## config.mk

```make
export PLATFORM = sky130hd
export DESIGN_NAME = pipelined_cla_adder
export DESIGN_NICKNAME = d
export VERILOG_FILES = /design/src/rtl/cla_pkg.sv /design/src/rtl/cla_segment.sv /design/src/rtl/pipelined_cla_adder.sv
export SDC_FILE = /design/constraint.sdc
export NUM_CORES = 1
export LEC_CHECK = 0
export BUFFER_PORTS_ARGS = -buffer_cell sky130_fd_sc_hd__buf_2
export CORE_UTILIZATION = 48
export CTS_CLUSTER_SIZE = 28
export DETAILED_ROUTE_END_ITERATION = 8
export PLACE_DENSITY = 0.71
export SLEW_MARGIN = 20
export SYNTH_ARGS = -nofsm -noshare
export SYNTH_HDL_FRONTEND = slang
export SYNTH_HIERARCHICAL = 1
export SYNTH_SLANG_ARGS = --single-unit
```

## constraint.sdc

```tcl
create_clock -name clk -period 5 [get_ports clk]
set_input_delay 1 -clock clk [delete_from_list [all_inputs] [get_ports clk]]
set_output_delay 1 -clock clk [all_outputs]
set_load 0.01 [all_outputs]
```

## src/rtl/cla_pkg.sv

```systemverilog
// Shared definitions for the pipelined carry-lookahead adder: segment sizing,
// configuration legality and the per-stage control payload.
package cla_pkg;

    function automatic int seg_width(input int width, input int stages);
        return width / stages;
    endfunction

    function automatic bit cfg_ok(input int width, input int stages, input int group);
        return (stages > 0) && (group > 0) && (width % stages == 0)
               && ((width / stages) % group == 0);
    endfunction

    // Control part of the stage payload; operand remainders and the accumulated
    // sum are width-dependent and sized per stage in the top level.
    typedef struct packed {
        logic valid;
        logic carry;
    } stage_ctrl_t;

endpackage

```

## src/rtl/cla_segment.sv

```systemverilog
// Combinational carry-lookahead adder for one pipeline segment: lookahead inside
// each GROUP-bit group, ripple between groups.
module cla_segment #(
    parameter int SEG   = 32,
    parameter int GROUP = 4
) (
    input  logic [SEG-1:0] a,
    input  logic [SEG-1:0] b,
    input  logic           cin,
    output logic           g,
    output logic           p,
    output logic [SEG-1:0] sum,
    output logic           cout,
    output logic           c_msb
);

    logic [SEG-1:0] gb;
    logic [SEG-1:0] pb;
    logic [SEG:0]   c;
    logic           gg;
    logic           pp;

    assign gb = a & b;
    assign pb = a ^ b;

    always_comb begin
        c    = '0;
        c[0] = cin;
        gg   = 1'b0;
        pp   = 1'b1;
        g    = 1'b0;
        p    = 1'b1;
        for (int i = 0; i < SEG; i++) begin
            g = gb[i] | (pb[i] & g);
            p = p & pb[i];
        end
        // Every carry in a group is formed from that group's carry-in, not the previous bit.
        for (int grp = 0; grp < SEG / GROUP; grp++) begin
            gg = 1'b0;
            pp = 1'b1;
            for (int j = 0; j < GROUP; j++) begin
                gg = gb[grp*GROUP + j] | (pb[grp*GROUP + j] & gg);
                pp = pp & pb[grp*GROUP + j];
                c[grp*GROUP + j + 1] = gg | (pp & c[grp*GROUP]);
            end
        end
    end

    assign sum   = pb ^ c[SEG-1:0];
    assign cout  = c[SEG];
    assign c_msb = c[SEG-1];

endmodule

```

## src/rtl/pipelined_cla_adder.sv

```systemverilog
// Pipelined CLA adder/subtractor: one segment resolves per stage, carry registered
// between stages, valid/ready on both sides with a single global stall.
module pipelined_cla_adder
    import cla_pkg::*;
#(
    parameter int WIDTH  = 64,
    parameter int STAGES = 2,
    parameter int GROUP  = 4
) (
    input  logic             clk,
    input  logic             rst_n,
    input  logic             in_valid,
    output logic             in_ready,
    input  logic [WIDTH-1:0] a,
    input  logic [WIDTH-1:0] b,
    input  logic             cin,
    input  logic             sub,
    output logic             out_valid,
    input  logic             out_ready,
    output logic [WIDTH-1:0] sum,
    output logic             cout,
    output logic             overflow
);

    localparam int SEG = seg_width(WIDTH, STAGES);

    if (!cfg_ok(WIDTH, STAGES, GROUP)) begin : g_bad_cfg
        $error("pipelined_cla_adder: WIDTH must split into STAGES segments of whole GROUPs");
    end

    logic              advance;
    logic [STAGES-1:0] unused_seg;

    assign advance  = out_ready | ~out_valid;
    assign in_ready = advance;

    for (genvar k = 0; k < STAGES; k++) begin : g_stage
        localparam int W_IN = WIDTH - k * SEG;
        localparam int REM  = W_IN - SEG;
        localparam int ACC  = (k + 1) * SEG;

        logic [W_IN-1:0] a_in;
        logic [W_IN-1:0] b_in;
        logic            c_in;
        logic            v_in;
        logic [SEG-1:0]  seg_sum;
        logic            seg_g;
        logic            seg_p;
        logic            seg_cout;
        logic            seg_cmsb;
        logic [ACC-1:0]  acc_next;
        stage_ctrl_t     ctrl_q;
        logic [ACC-1:0]  acc_q;

        if (k == 0) begin : g_first
            assign a_in     = a;
            assign b_in     = sub ? ~b : b;
            assign c_in     = sub | cin;
            assign v_in     = in_valid;
            assign acc_next = seg_sum;
        end else begin : g_next
            assign a_in     = g_stage[k-1].g_rem.a_q;
            assign b_in     = g_stage[k-1].g_rem.b_q;
            assign c_in     = g_stage[k-1].ctrl_q.carry;
            assign v_in     = g_stage[k-1].ctrl_q.valid;
            assign acc_next = {seg_sum, g_stage[k-1].acc_q};
        end

        cla_segment #(.SEG(SEG), .GROUP(GROUP)) u_seg (
            .a     (a_in[SEG-1:0]),
            .b     (b_in[SEG-1:0]),
            .cin   (c_in),
            .g     (seg_g),
            .p     (seg_p),
            .sum   (seg_sum),
            .cout  (seg_cout),
            .c_msb (seg_cmsb)
        );

        // Segment g/p would feed a cross-segment lookahead; here carries are registered instead.
        assign unused_seg[k] = seg_g ^ seg_p ^ seg_cmsb;

        always_ff @(posedge clk) begin
            if (!rst_n) begin
                ctrl_q <= '0;
                acc_q  <= '0;
            end else if (advance) begin
                ctrl_q <= '{valid: v_in, carry: seg_cout};
                acc_q  <= acc_next;
            end
        end

        if (k < STAGES - 1) begin : g_rem
            logic [REM-1:0] a_q;
            logic [REM-1:0] b_q;
            always_ff @(posedge clk) begin
                if (!rst_n) begin
                    a_q <= '0;
                    b_q <= '0;
                end else if (advance) begin
                    a_q <= a_in[W_IN-1:SEG];
                    b_q <= b_in[W_IN-1:SEG];
                end
            end
        end else begin : g_last
            logic ovf_q;
            always_ff @(posedge clk) begin
                if (!rst_n) begin
                    ovf_q <= 1'b0;
                end else if (advance) begin
                    ovf_q <= seg_cmsb ^ seg_cout;
                end
            end
        end
    end

    assign out_valid = g_stage[STAGES-1].ctrl_q.valid;
    assign cout      = g_stage[STAGES-1].ctrl_q.carry;
    assign sum       = g_stage[STAGES-1].acc_q;
    assign overflow  = g_stage[STAGES-1].g_last.ovf_q;

endmodule

```

Yosys cells after proc, flatten, opt, wreduce, memory -nomap -nowiden
Index checks and enable logic that the tools add are counted.
{"block": "totals", "reg_bits": 165, "out_inout_bits": 68}
{"block": "op_classes", "n_mux": 1, "n_bitwise": 283}
{"op": "AND 1 bit", "count": 160}
{"op": "bitwise XOR 32 bit", "count": 4}
{"op": "bitwise OR 1 bit", "count": 114}
{"op": "AND 32 bit", "count": 2}
{"op": "2-to-1 mux 64 bit", "count": 1}
{"op": "inverter 64 bit", "count": 1}
{"op": "inverter 1 bit", "count": 1}
{"op": "bitwise XOR 1 bit", "count": 1}

Logic depth before layout (Yosys ltp)
{"block": "depth", "word_depth": 25, "depth_mapped": 15}

By module
The synthesis kept the hierarchy.
{"mod": "pipelined_cla_adder", "n_inst": 1, "cells_each": 754, "area_each_um2": 6575.1, "seq_area_each_um2": 3303.2}
{"mod": "cla_segment (g_stage[1].u_seg)", "n_inst": 1, "cells_each": 192, "area_each_um2": 1579.0, "seq_area_each_um2": 0.0}
{"mod": "cla_segment (g_stage[0].u_seg)", "n_inst": 1, "cells_each": 193, "area_each_um2": 1540.2, "seq_area_each_um2": 0.0}

Worst setup path after synthesis
No wires, ideal clock.
{"block": "synth_path", "path_type": "input-to-reg", "start": "input sub", "end": "register g_stage[0].acc_q[25]", "setup_ps": 76, "arrival_time_ps": 3878, "setup_slack_ps": 1047, "cell_stages": 14, "n_path_buf": 2, "cell_sequence": "buf_4 > buf_2 > xor2_1 > ha_1 > and3_4 > a221o_1 > a21oi_2 > a311o_2 > a21oi_4 > a21o_1 > fa_1 > xor2_1 > nand2_1 > a21boi_0"}
{"block": "synth_between", "word_cells_on_any_way": 73, "classes_between": "mux (1); bitwise (72)"}
{"element": "from (decl)", "line": "pipelined_cla_adder.sv:17", "source": "input logic sub,"}
{"element": "2-to-1 mux 64 bit (*)", "line": "pipelined_cla_adder.sv:57", "source": "assign b_in = sub ? ~b : b;"}
{"element": "via g_stage[0].b_in[8]", "line": "pipelined_cla_adder.sv:43", "source": "logic [W_IN-1:0] b_in;"}
{"element": "AND 32 bit", "line": "cla_segment.sv:23", "source": "assign gb = a & b;"}
{"element": "AND 1 bit", "line": "cla_segment.sv:42", "source": "gg = gb[grp*GROUP + j] | (pb[grp*GROUP + j] & gg);"}
{"element": "bitwise OR 1 bit", "line": "cla_segment.sv:42"}
{"element": "AND 1 bit", "line": "cla_segment.sv:42"}
{"element": "bitwise OR 1 bit", "line": "cla_segment.sv:42"}
{"element": "AND 1 bit", "line": "cla_segment.sv:42"}
{"element": "[... 4 more ...]"}
{"element": "AND 1 bit (*)", "line": "cla_segment.sv:44", "source": "c[grp*GROUP + j + 1] = gg | (pp & c[grp*GROUP]);"}
{"element": "bitwise OR 1 bit (*)", "line": "cla_segment.sv:44"}
{"element": "AND 1 bit (*)", "line": "cla_segment.sv:44"}
{"element": "bitwise OR 1 bit (*)", "line": "cla_segment.sv:44"}
{"element": "AND 1 bit (*)", "line": "cla_segment.sv:44"}
{"element": "bitwise OR 1 bit (*)", "line": "cla_segment.sv:44"}
{"element": "bitwise XOR 32 bit (*)", "line": "cla_segment.sv:49", "source": "assign sum = pb ^ c[SEG-1:0];"}
{"element": "via g_stage[0].acc_next[25]", "line": "pipelined_cla_adder.sv:51", "source": "logic [ACC-1:0] acc_next;"}
{"element": "to (signal assigned)", "line": "pipelined_cla_adder.sv:89", "source": "acc_q <= acc_next;"}
{"element": "to (decl)", "line": "pipelined_cla_adder.sv:53", "source": "logic [ACC-1:0] acc_q;"}
The timed path passes the listed nets; every way through them passes the cells marked *.
A chain may end at the register's enable or synchronous reset.

Final worst setup path
{"block": "layout_path", "start": "input sub", "end": "register g_stage[0].acc_q[29]"}
{"block": "layout_between", "word_cells_on_any_way": 84, "classes_between": "mux (1); bitwise (83)"}
{"element": "2-to-1 mux 64 bit (*)", "line": "pipelined_cla_adder.sv:57"}
{"element": "via g_stage[0].b_in[23]", "line": "pipelined_cla_adder.sv:43"}
{"element": "bitwise XOR 32 bit", "line": "cla_segment.sv:24", "source": "assign pb = a ^ b;"}
{"element": "AND 1 bit, on equally long branches", "line": "cla_segment.sv:42, cla_segment.sv:43"}
{"element": "bitwise OR 1 bit / AND 1 bit (equally long branches)", "line": "cla_segment.sv:42, cla_segment.sv:44"}
{"element": "bitwise OR 1 bit (*)", "line": "cla_segment.sv:44"}
{"element": "AND 1 bit (*)", "line": "cla_segment.sv:44"}
{"element": "bitwise OR 1 bit (*)", "line": "cla_segment.sv:44"}
{"element": "AND 1 bit (*)", "line": "cla_segment.sv:44"}
{"element": "bitwise OR 1 bit (*)", "line": "cla_segment.sv:44"}
{"element": "bitwise XOR 32 bit (*)", "line": "cla_segment.sv:49"}
{"element": "via g_stage[0].acc_next[29]", "line": "pipelined_cla_adder.sv:51"}
Marks and branches as above.

==> summary.md <==
The cell depth of the worst flop-to-flop path was 12; the die height was 141 um. The post-CTS setup repair buffer count is 0, and the mean area per synthesized cell is 8.70 um^2. The area growth from synthesis to layout is 17.6%. The slew at the pin closest to its max-slew limit is 0.890 ns, and the starting density of the core is 49.3%. The overall track demand over capacity in global routing was 21.1%; the clock edge transition at the registers on the reported setup and hold paths was 0.07 ns.

After detailed routing, the number of remaining DRC violations is 0. The placed instances occupy a cell area of 10300 um^2. The worst setup path is captured at a flip-flop. Based on the critical path, the design can be clocked at up to 256 MHz.

The worst setup skew after layout was 0.0102 ns; the max-slew violation total from the final report was 0. The min-delay analysis places its worst path in the category reg -> reg. After clock tree synthesis, the flow added hold-fix buffers numbering 0. For the total nets after synthesis, the log shows 1281.

The HPWL after detailed placement was 14.1 mm; the total leakage power was 5.04 nW. The worst path uses 78.1% of the clock period. The number of stages on the worst hold path is 2.

The worst setup path is of the in -> reg kind. For the final routed database, the setup TNS stands at 0 ns. The run gives 4.24 ns as the arrival time reported for the critical path endpoint. The run gives 218 uV as the maximum resistive drop on vdd. Once layout is complete, the utilization of the core stands at 58.0%. After detailed routing, the total wire length is 20.4 mm. The worst endpoint required time is 5.33 ns. The residual antenna-violating net count after detailed routing is 0. The run gives 4 as the number of H-tree levels. The tool flagged a number of max-cap violations equal to 0. In this run, post-CTS repair resized a total of 0 instances. In this run the standard cell core region covers 18800 um^2.

The post-route netlist has 21.0% of its cells at a drive strength greater than 1. The run gives 0 as the number of diodes added for antenna fixing. The tools report the length of the first detailed-routing pass in iterations as 4.

The tools report the number of nets in the layout as 1447. The count of buffers inserted at the top-level ports was 201; the layout filler cell count was 1764. The run finished with clean final reports. The Yosys step of the flow raised 6 warnings. The maximum clock insertion buffer count is 2, and the ratio of routed vias to standard cells is 5.07. The cell sitting at the root of the clock tree is a sky130_fd_sc_hd__clkbuf_16.

The maximum number of pins on one net before global-route repair is 105. Top-level I/O count: 202. The later pin in the worst-skew pair is clocked with a latency of 0.42 ns.

The die footprint was 19900 um^2. Measured against its own limit, the worst slew margin works out to 40.7%. The initialized floorplan defines 50 standard-cell rows.

Across all layers, the routed design uses 7631 vias. The final routed wire length divided by cell count is 13.5 um, and the number of buffers added by the clock tree synthesis step is 17. Dividing total power by cell area gives a power density of 346 nW/um^2. Setup repair after global routing left no endpoint under its margin. The mapped netlist covers 9280 um^2. The shortest clock period the worst path allows after layout was 3.90 ns; the number of global-route vias before repair was 7260. TritonCTS built the clock tree.

The first global-routing pass estimated 33.8 mm of wire. Summed over all layers, the global routing overflow is 0. The final hold violation count is 0. The run gives 0 as the number of antenna violations at the first check in global routing. The clock drives 165 sinks. The number of violations reported at the end of detailed-routing iteration 0 is 310, and the final weighted congestion in routability-driven placement is 0.848.

Once layout is done, the placed cells without fillers occupy 10900 um^2. Measured along the x axis, the die boundary spans 141 um. The startpoint type of the worst setup path was a primary input. Setup violations remaining at the end of the flow were counted as 0. Of all nets on the critical path, the largest fanout is 23. The number of standard cells after synthesis is 1067.
## flip-flops by register name, indices dropped and copies added, names as in the netlist
register	cells
cout	1
g_stage.acc_q	32
g_stage.c_in	1
g_stage.g_rem.a_q	32
g_stage.g_rem.b_q	32
g_stage.v_in	1
out_valid	1
overflow	1
sum	64
## cells in the final DEF, fill, tap and decap left out, types with 3 or more instances in the layout
master / count
sky130_fd_sc_hd__clkbuf_16: 17
sky130_fd_sc_hd__inv_6: 3
sky130_fd_sc_hd__o211ai_1: 5
sky130_fd_sc_hd__nand3_1: 4
sky130_fd_sc_hd__o21a_1: 5
sky130_fd_sc_hd__buf_4: 9
sky130_fd_sc_hd__nor3_1: 6
sky130_fd_sc_hd__o21ai_0: 48
sky130_fd_sc_hd__fa_1: 16
sky130_fd_sc_hd__nand4_1: 5
sky130_fd_sc_hd__a31oi_1: 6
sky130_fd_sc_hd__nor2b_1: 3
sky130_fd_sc_hd__nand2_1: 272
sky130_fd_sc_hd__a21oi_1: 53
sky130_fd_sc_hd__nand2b_1: 9
sky130_fd_sc_hd__ha_1: 64
sky130_fd_sc_hd__xor2_1: 55
sky130_fd_sc_hd__o21ai_1: 3
sky130_fd_sc_hd__a21o_1: 11
sky130_fd_sc_hd__o21bai_1: 3
sky130_fd_sc_hd__nor2_1: 26
sky130_fd_sc_hd__xnor2_1: 52
sky130_fd_sc_hd__and2_1: 3
sky130_fd_sc_hd__a21oi_2: 4
sky130_fd_sc_hd__bufinv_16: 3
sky130_fd_sc_hd__inv_1: 11
sky130_fd_sc_hd__dfxtp_1: 165
sky130_fd_sc_hd__a21boi_1: 80
sky130_fd_sc_hd__a21boi_0: 51
sky130_fd_sc_hd__buf_2: 199
sky130_fd_sc_hd__a211oi_1: 8
## final cells by class
class / count / area, um^2 / share of cell area [%]
multi-input combinational: 828 / 5560 / 50.9
tap: 260 / 325 / 2.98
clock inverter: 11 / 150 / 1.38
clock buffer: 20 / 457 / 4.18
sequential: 165 / 3300 / 30.3
timing repair buffer: 209 / 1070 / 9.85
inverter: 12 / 50.0 / 0.459
## per-stage QoR
step                      setup WS (ns)  instances  hold slack (ns)  total power [mW]
after global routing              0.886       1505            0.467              4.00
after detailed placement          0.707       1474            0.439              2.45
after floorplan                    1.06       1067            0.431              2.20
after CTS                          1.12       1505            0.449              3.82
final                              1.10       1505            0.445              3.78
after global placement            0.794       1474            0.436              2.44
## worst paths after layout
kind | start | to | slack (ns)
worst max-delay path | sub | g_stage[0].acc_q[29] | 1.10
worst min-delay path | sum[58] | sum[58] | 0.45
worst max register to register | g_stage[0].g_rem.a_q[8] | sum[61] | 1.81
worst min register to register | sum[58] | sum[58] | 0.45
## per-layer routing
layer / vias up / wire (um) / share of wire (%) / GRT usage, %
met2: 139 / 9900 / 49 / 36.4
met5: - / 0 / 0 / 0
li1: 3948 / - / - / -
met1: 3521 / 9420 / 46 / 26.3
met4: 0 / 299 / 1.5 / 7.32
met3: 23 / 736 / 3.6 / 3.80
## where the power goes
group | internal, mW | leakage [nW] | total (mW) | switching, mW
logic | 0.401 | 3.37 | 0.869 | 0.468
registers | 1.47 | 1.37 | 1.56 | 0.0844
clock network | 0.813 | 0.293 | 1.35 | 0.536
## worst max-delay path: stages
cell	delay, ns
sky130_fd_sc_hd__buf_4	0.33
sky130_fd_sc_hd__buf_4	0.32
sky130_fd_sc_hd__xor2_1	0.17
sky130_fd_sc_hd__ha_1	0.28
sky130_fd_sc_hd__o21ai_0	0.28
sky130_fd_sc_hd__a211oi_1	0.21
sky130_fd_sc_hd__a221oi_1	0.44
sky130_fd_sc_hd__o21a_1	0.19
sky130_fd_sc_hd__a31o_2	0.15
sky130_fd_sc_hd__inv_1	0.07
sky130_fd_sc_hd__fa_1	0.37
sky130_fd_sc_hd__xor2_1	0.15
sky130_fd_sc_hd__nand2_1	0.06
sky130_fd_sc_hd__a21boi_0	0.21
Power figures use the tool's default switching activity.
